## config.mk

```make
export PLATFORM = sky130hd
export DESIGN_NAME = spi_peripheral
export DESIGN_NICKNAME = d
export VERILOG_FILES = /design/src/rtl/spi_peripheral.sv
export SDC_FILE = /design/constraint.sdc
export NUM_CORES = 1
export LEC_CHECK = 0
export ABC_AREA = 0
export BUFFER_PORTS_ARGS = -buffer_cell sky130_fd_sc_hd__buf_2
export CAP_MARGIN = 20
export CORE_AREA = 2 2 71 73
export DETAILED_ROUTE_END_ITERATION = 12
export DIE_AREA = 0 0 73 75
export HOLD_SLACK_MARGIN = 0.06
export PLACE_DENSITY_LB_ADDON = 0.1
export SYNTH_ARGS = -nofsm -noshare
export SYNTH_HDL_FRONTEND = slang
export SYNTH_SLANG_ARGS = --single-unit
```

## constraint.sdc

```tcl
create_clock -name clk -period 1.6 [get_ports clk]
set_clock_uncertainty 0.15 [all_clocks]
set_input_delay 0.16 -clock clk [delete_from_list [all_inputs] [get_ports clk]]
set_output_delay 0.16 -clock clk [all_outputs]
set_load 0.02 [all_outputs]
```

## src/rtl/spi_peripheral.sv

```systemverilog
// spi_peripheral: SPI target with on-chip pin synchronisers, all four CPOL/CPHA
// modes, back-to-back words inside one chip-select window, a one-entry TX
// holding buffer with ready/load handshake and a one-cycle RX valid strobe.
// Build option: define SPI_PERIPH_SCLK_FILTER_EN to add a two-cycle SCLK
// deglitch filter ahead of the edge detector (adds one cycle to SCLK paths).
module spi_peripheral #(
  parameter int WIDTH       = 8,
  parameter int CPOL        = 0,
  parameter int CPHA        = 0,
  parameter int SYNC_STAGES = 2
) (
  input  logic             clk,
  input  logic             reset,
  input  logic             sclk,
  input  logic             cs_n,
  input  logic             mosi,
  output logic             miso,
  output logic             miso_oe,
  input  logic [WIDTH-1:0] tx_data,
  input  logic             tx_load,
  output logic             tx_ready,
  output logic [WIDTH-1:0] rx_data,
  output logic             rx_valid,
  output logic             tx_underrun
);

  localparam int               CNT_W    = $clog2(WIDTH + 1);
  localparam logic             IDLE_LVL = (CPOL != 0);
  localparam logic [CNT_W-1:0] FULL_CNT = CNT_W'(WIDTH);

  typedef enum logic {IDLE, SHIFT} stateType;
  stateType state;

  logic [SYNC_STAGES-1:0] sclkSync, csSync, mosiSync;
  logic                   sclkS, csS, mosiS;
  logic                   sclkRef, sclkEdge, leadEdge, trailEdge;
  logic                   csPrev, csFall, csRise;
  logic                   samplePulse, shiftPulse, mosiQ;
  logic [WIDTH-1:0]       txShift, txBuf, rxShift;
  logic                   txFull, first, wordStart;
  logic [CNT_W-1:0]       bitCnt;

  // Bring the three asynchronous pins into the clk domain
  always_ff @(posedge clk) begin
    if (reset) begin
      sclkSync <= {SYNC_STAGES{IDLE_LVL}};
      csSync   <= '1;
      mosiSync <= '0;
    end else begin
      sclkSync <= {sclkSync[SYNC_STAGES-2:0], sclk};
      csSync   <= {csSync[SYNC_STAGES-2:0], cs_n};
      mosiSync <= {mosiSync[SYNC_STAGES-2:0], mosi};
    end
  end

  assign sclkS = sclkSync[SYNC_STAGES-1];
  assign csS   = csSync[SYNC_STAGES-1];
  assign mosiS = mosiSync[SYNC_STAGES-1];

`ifdef SPI_PERIPH_SCLK_FILTER_EN
  logic sclkHold;

  // Remember last cycle's synced sclk so a new level must persist two cycles
  always_ff @(posedge clk) begin
    if (reset) sclkHold <= IDLE_LVL;
    else       sclkHold <= sclkS;
  end

  assign sclkEdge = (sclkS == sclkHold) && (sclkS != sclkRef);
`else
  assign sclkEdge = (sclkS != sclkRef);
`endif

  // Track the last accepted sclk level; an edge is any change from it
  always_ff @(posedge clk) begin
    if (reset)         sclkRef <= IDLE_LVL;
    else if (sclkEdge) sclkRef <= sclkS;
  end

  assign leadEdge  = sclkEdge && (sclkS != IDLE_LVL);
  assign trailEdge = sclkEdge && (sclkS == IDLE_LVL);

  // Register mode-mapped sample/shift pulses together with the aligned mosi bit
  always_ff @(posedge clk) begin
    if (reset) begin
      samplePulse <= 1'b0;
      shiftPulse  <= 1'b0;
      mosiQ       <= 1'b0;
    end else begin
      samplePulse <= (CPHA == 0) ? leadEdge : trailEdge;
      shiftPulse  <= (CPHA == 0) ? trailEdge : leadEdge;
      mosiQ       <= mosiS;
    end
  end

  // Registered copy of synced cs_n for select/deselect detection
  always_ff @(posedge clk) begin
    if (reset) csPrev <= 1'b1;
    else       csPrev <= csS;
  end

  assign csFall    = csPrev && !csS;
  assign csRise    = !csPrev && csS;
  assign wordStart = ((state == IDLE) && csFall) ||
                     ((state == SHIFT) && !csRise && (bitCnt == FULL_CNT));
  assign tx_ready  = !txFull;

  // Transfer FSM, holding-buffer handshake and shift registers
  always_ff @(posedge clk) begin
    if (reset) begin
      state       <= IDLE;
      bitCnt      <= '0;
      first       <= 1'b0;
      txShift     <= '0;
      txBuf       <= '0;
      txFull      <= 1'b0;
      rxShift     <= '0;
      rx_data     <= '0;
      rx_valid    <= 1'b0;
      tx_underrun <= 1'b0;
      miso        <= 1'b0;
      miso_oe     <= 1'b0;
    end else begin
      rx_valid    <= 1'b0;
      tx_underrun <= 1'b0;

      if (wordStart) begin
        first  <= 1'b1;
        bitCnt <= '0;
        if (txFull) begin
          txShift <= txBuf;
          txFull  <= 1'b0;
        end else if (tx_load) begin
          txShift <= tx_data;
        end else begin
          txShift     <= '0;
          tx_underrun <= 1'b1;
        end
      end else if (tx_load && !txFull) begin
        txBuf  <= tx_data;
        txFull <= 1'b1;
      end

      case (state)
        IDLE: begin
          miso    <= 1'b0;
          miso_oe <= 1'b0;
          bitCnt  <= '0;
          if (csFall) begin
            state   <= SHIFT;
            miso_oe <= 1'b1;
          end
        end
        SHIFT: begin
          if (csRise) begin
            state   <= IDLE;
            bitCnt  <= '0;
            miso    <= 1'b0;
            miso_oe <= 1'b0;
          end else begin
            miso    <= txShift[WIDTH-1];
            miso_oe <= 1'b1;
            if (bitCnt == FULL_CNT) begin
              rx_data  <= rxShift;
              rx_valid <= 1'b1;
            end else begin
              if (samplePulse) begin
                rxShift <= {rxShift[WIDTH-2:0], mosiQ};
                bitCnt  <= bitCnt + CNT_W'(1);
                if (CPHA == 0) first <= 1'b0;
              end
              if (shiftPulse) begin
                if (first) first   <= 1'b0;
                else       txShift <= {txShift[WIDTH-2:0], 1'b0};
              end
            end
          end
        end
      endcase
    end
  end

endmodule

```

Yosys cells after proc, flatten, opt, wreduce, memory -nomap -nowiden

Index checks and enable logic that the tools add are counted.

Flip-flop bits (word level): 53
Input bits: 14
Output and inout bits: 13
Logic and storage cells: 73

Add/subtract/negate cells: 1
Equal/unequal tests: 2
Muxes and demuxes: 27
Bitwise operators: 5
Reduce and logical (&&, ||, !) cells: 19

Operators with widths:

| kind                                        | count |
|---|---|
| 2-to-1 mux 8 bit                            | 8 |
| 2-to-1 mux 4 bit                            | 4 |
| 2-to-1 mux 1 bit                            | 12 |
| logical AND 1 bit                           | 8 |
| one-hot mux 4 bit (2 select lines)          | 1 |
| OR reduction 3 bit                          | 2 |
| inverter 1 bit                              | 5 |
| adder 4 x 1 -> 4 bit, second input constant | 1 |
| equality test 4 bit, second input constant  | 1 |
| logical NOT 1 bit                           | 4 |
| one-hot mux 1 bit (2 select lines)          | 2 |
| AND reduction 4 bit                         | 1 |
| AND reduction 3 bit                         | 1 |
| AND reduction 2 bit                         | 1 |
| OR reduction 2 bit                          | 1 |
| logical OR 1 bit                            | 1 |
| inequality test 1 bit                       | 1 |

Logic depth before layout (Yosys ltp)

Depth in word-level cells: 13
Depth in mapped cells: 7
Mapped depth without buffers: 6

Worst setup path before layout

OpenSTA, ideal clock, no wires.

Path kind: register to register
Start: register bitCnt[0]
End: register txBuf[0]
Setup time: 0.072 ns
Arrival: 1.502 ns
Required time: 1.378 ns
Setup slack: -0.124 ns
Cell stages (with the launch flop): 8
Buffers on the path: 1
Path through: dfxtp_1 -> inv_1 -> ha_1 -> and3b_1 -> nand3_2 -> and4_4 -> buf_6 -> mux2i_1

Word-level cells in the longest chain between the ends: 5

Ends and longest elaborated chain:

| element                       | line | text |
|---|---|---|
| start: declaration            | 41   | `logic [CNT_W-1:0] bitCnt;` |
| start signal: assignment      | 169  | `bitCnt <= bitCnt + CNT_W'(1);` |
| equality test 4 bit           | 105  | `((state == SHIFT) && !csRise && (bitCnt == FULL_CNT));` |
| logical AND 1 bit             | 105  |  |
| logical OR 1 bit              | 104  | `assign wordStart = ((state == IDLE) && csFall) \|\|` |
| inverter 1 bit (no line)      | -    |  |
| AND reduction 2 bit (no line) | -    |  |
| end signal: assignment        | 140  | `txBuf <= tx_data;` |
| end: declaration              | 39   | `logic [WIDTH-1:0] txShift, txBuf, rxShift;` |

Every way passes these cells.
A chain may end at the register's enable or synchronous reset.

Worst setup path in the final report

Start: register bitCnt[0]
End: register txBuf[5]

Same word-level chain as after synthesis.

==> flow_summary.toml <==
[outcome]
status = "complete, but fails checks"
violations = "negative setup slack"

[global_route]
grt_pass1_vias = 1607
grt_usage_pct = 18.06
grt_start_max_net_pins = 20
grt_pass1_wl_um = 7645
gr-total-overflow = 0
antenna_found_initial = 0

[synth]
yosysMostFrequentCell = "dfxtp_1"
synth_common_cells = "53 x dfxtp_1, 25 x mux2i_1, 25 x nand2b_1"
synthFlopType = "dfxtp_1"
synth_area_leaders = "dfxtp_1 46%, mux2i_1 11%, nand2b_1 6.7%, nor2_1 3.7%, nor2b_1 2.7%"
syn-num-nets = 259
synth_cell_types = 43
yosys.area.top_type = "dfxtp_1"
seq_area_frac_synth_pct = 45.59
synth_cells = 241
synth_seq_cells = 53
postSynthAreaPerCell_um2 = 9.657
async_flop_share_pct = 0
synth.top_cell.area_share_pct = 45.59
synth_area_mm2 = 0.002327
yosys_warnings = 0
synth-edff-count = 0

[sta]
drv_slew = 0
setup_viol = 13
setup_slack_ns = -0.05380
rsz0062_at_grt = "true"
finalCritPeriodShare_pct = 103.4
max_freq_ghz = 0.6047
worst_pin_slew_ns = 0.3869
period_needed_ns = 1.654
slew_headroom_pct = 74.21
hold_violations = 0

[clock_network]
clockBufferDepth = 2
cts.sinks = 53
path_clk_slew_ns = 0.10
numCtsBuffers = 5
clk_latency_ns = 0.31
htreeDepth = 2
cts_root_buf = "clkbuf_8"
cts_tree = "done"

[final_layout]
finish.utilization_pct = 64.86
antennaDiodeCount = 0
area_delta_synth_final_pct = 29.89
fill_cells = 391
final_nets = 322
drive_above_1_share_pct = 29.18

[worst_setup_path]
setup.worst_path.class = "reg2reg"
critPathArrivalTime_ns = 1.74
cpPeakStageDelay_ns = 0.36
startpoint_type = "register"
cp-end-kind = "register"
worstPathRequired_ns = 1.69
cp_slowest_cell = "dfxtp_2"
path_max_fanout = 8
crit_chain = "inv_2 -> ha_4 -> and3b_2 -> nand3_4 -> and4_4 -> mux2i_1"

[placed_design]
gp_congestion = 0.8157
port_buffers = 26
dp_hpwl_um = 3252

[floorplan]
row_count = 25
ios = 27
die_area_mm2 = 0.005475
coreArea_mm2 = 0.004661
initial_core_util_pct = 49.93
die_w_um = 73
dieHeight_um = 75

[detailed_routing]
wl_um = 4797
drc = 0
num_vias = 1858
drt-initial-drc-count = 88
drt_first_pass_iters = 4
routedWlPerCell_um = 13.36
ant_nets = 0
vias_per_cell = 5.175

[power]
power_mw = 2.396
irDropWorstVdd_v = 0.0006724
p_leak_nw = 1.306
power_density_mw_per_mm2 = 792.5

[job]
max_cap_viol_count = 0

[min_path]
hp-class = "in2reg"
path summary, 6_finish.rpt:
check        startpoint           to  slack (ns)  cells after the start
max           bitCnt[0]     txBuf[5]       -0.05                      6
min               reset  tx_underrun        0.15                      2
min reg2reg   csSync[0]    csSync[1]        0.27                      1
max reg2reg   bitCnt[0]     txBuf[5]       -0.05                      6
kinds of logic (layout without fill, tap and decap cells):
kind of cell	Yosys count	in the layout	synth area share (%)
DFF	53	53	45.59
adders and majority gates	4	4	2.151
and+or+nand+nor	108	108	27.69
xor gates and xnor gates	1	1	0.3764
AOI/OAI and AO/OA	30	30	9.463
buffers and inverters	20	84	3.979
muxes	25	25	10.75
cell usage in the layout, fill, tap and decap left out, types with 4 or more instances in the layout:
master	n
a21oi_1	11
buf_2	26
buf_4	27
clkbuf_8	5
dfxtp_1	50
dlygate4sd3_1	13
inv_1	5
mux2i_1	25
nand2_1	13
nand2b_1	25
nand3b_1	8
nand4_1	4
nor2_1	22
nor2b_1	10
nor3_1	5
o211ai_1	4
o221ai_1	4
final cells by class:
type                    instances  area (µm²)  share of cell area [%]
inverters                       7       26.28                  0.8692
repair buffers                 69       523.0                   17.30
flip-flops and latches         53        1065                   35.22
clock buffers                   5       68.82                   2.276
multi-input cells             168        1247                   41.27
clock inverters                 3       25.02                  0.8278
well taps                      54       67.56                   2.235
power by group:
group	internal (mW)	switching [mW]	total, mW
combinational	0.122	0.119	0.240
sequential	1.35	0.0207	1.37
clock	0.317	0.466	0.783
repair_timing:
item                                    in CTS  in global routing
setup buffers                                2                  3
resized for setup                            8                  4
endpoints found under the setup margin      26                 35
hold buffers                                13                  0
pin swaps                                    3                  4
hold endpoints to repair                    12                  0
sequential cells by signal, indices dropped and copies added, names as in the netlist, 2 cells and up:
register / count
csSync: 2
mosiSync: 2
rxShift: 8
bitCnt: 4
txShift: 8
sclkSync: 2
rx_data: 8
txBuf: 8
critical path, delay by kind of cell (launching register included):
kind / cells / cell delay (ns)
adders and majority gates: 1 / 0.17
buffers and inverters: 1 / 0.05
DFF: 1 / 0.36
muxes: 1 / 0.21
and+or+nand+nor: 3 / 0.64
per-stage QoR:
stage	worst slack (ns)	hold WS (ns)	area, µm²	setup TNS [ns]	instances
after floorplan	0.007817	0.1138	2350	0	241
after global placement	-0.09535	0.1962	2706	-1.160	333
after detailed placement	-0.1370	0.1982	2706	-2.075	333
after CTS	-0.07740	0.1434	2974	-0.6008	356
after global routing	-0.1285	0.1700	3023	-2.064	359
final	-0.05380	0.1471	3023	-0.5362	359
routing by layer:
layer  track usage [%]  vias up  wire, µm
li1                  -      964         -
met1             25.77      867      2555
met2             26.73       21      2071
met3             4.150        6       102
met4             6.584        0        68
met5                 0        -         0
No activity file was read; power rests on OpenSTA's default activity.
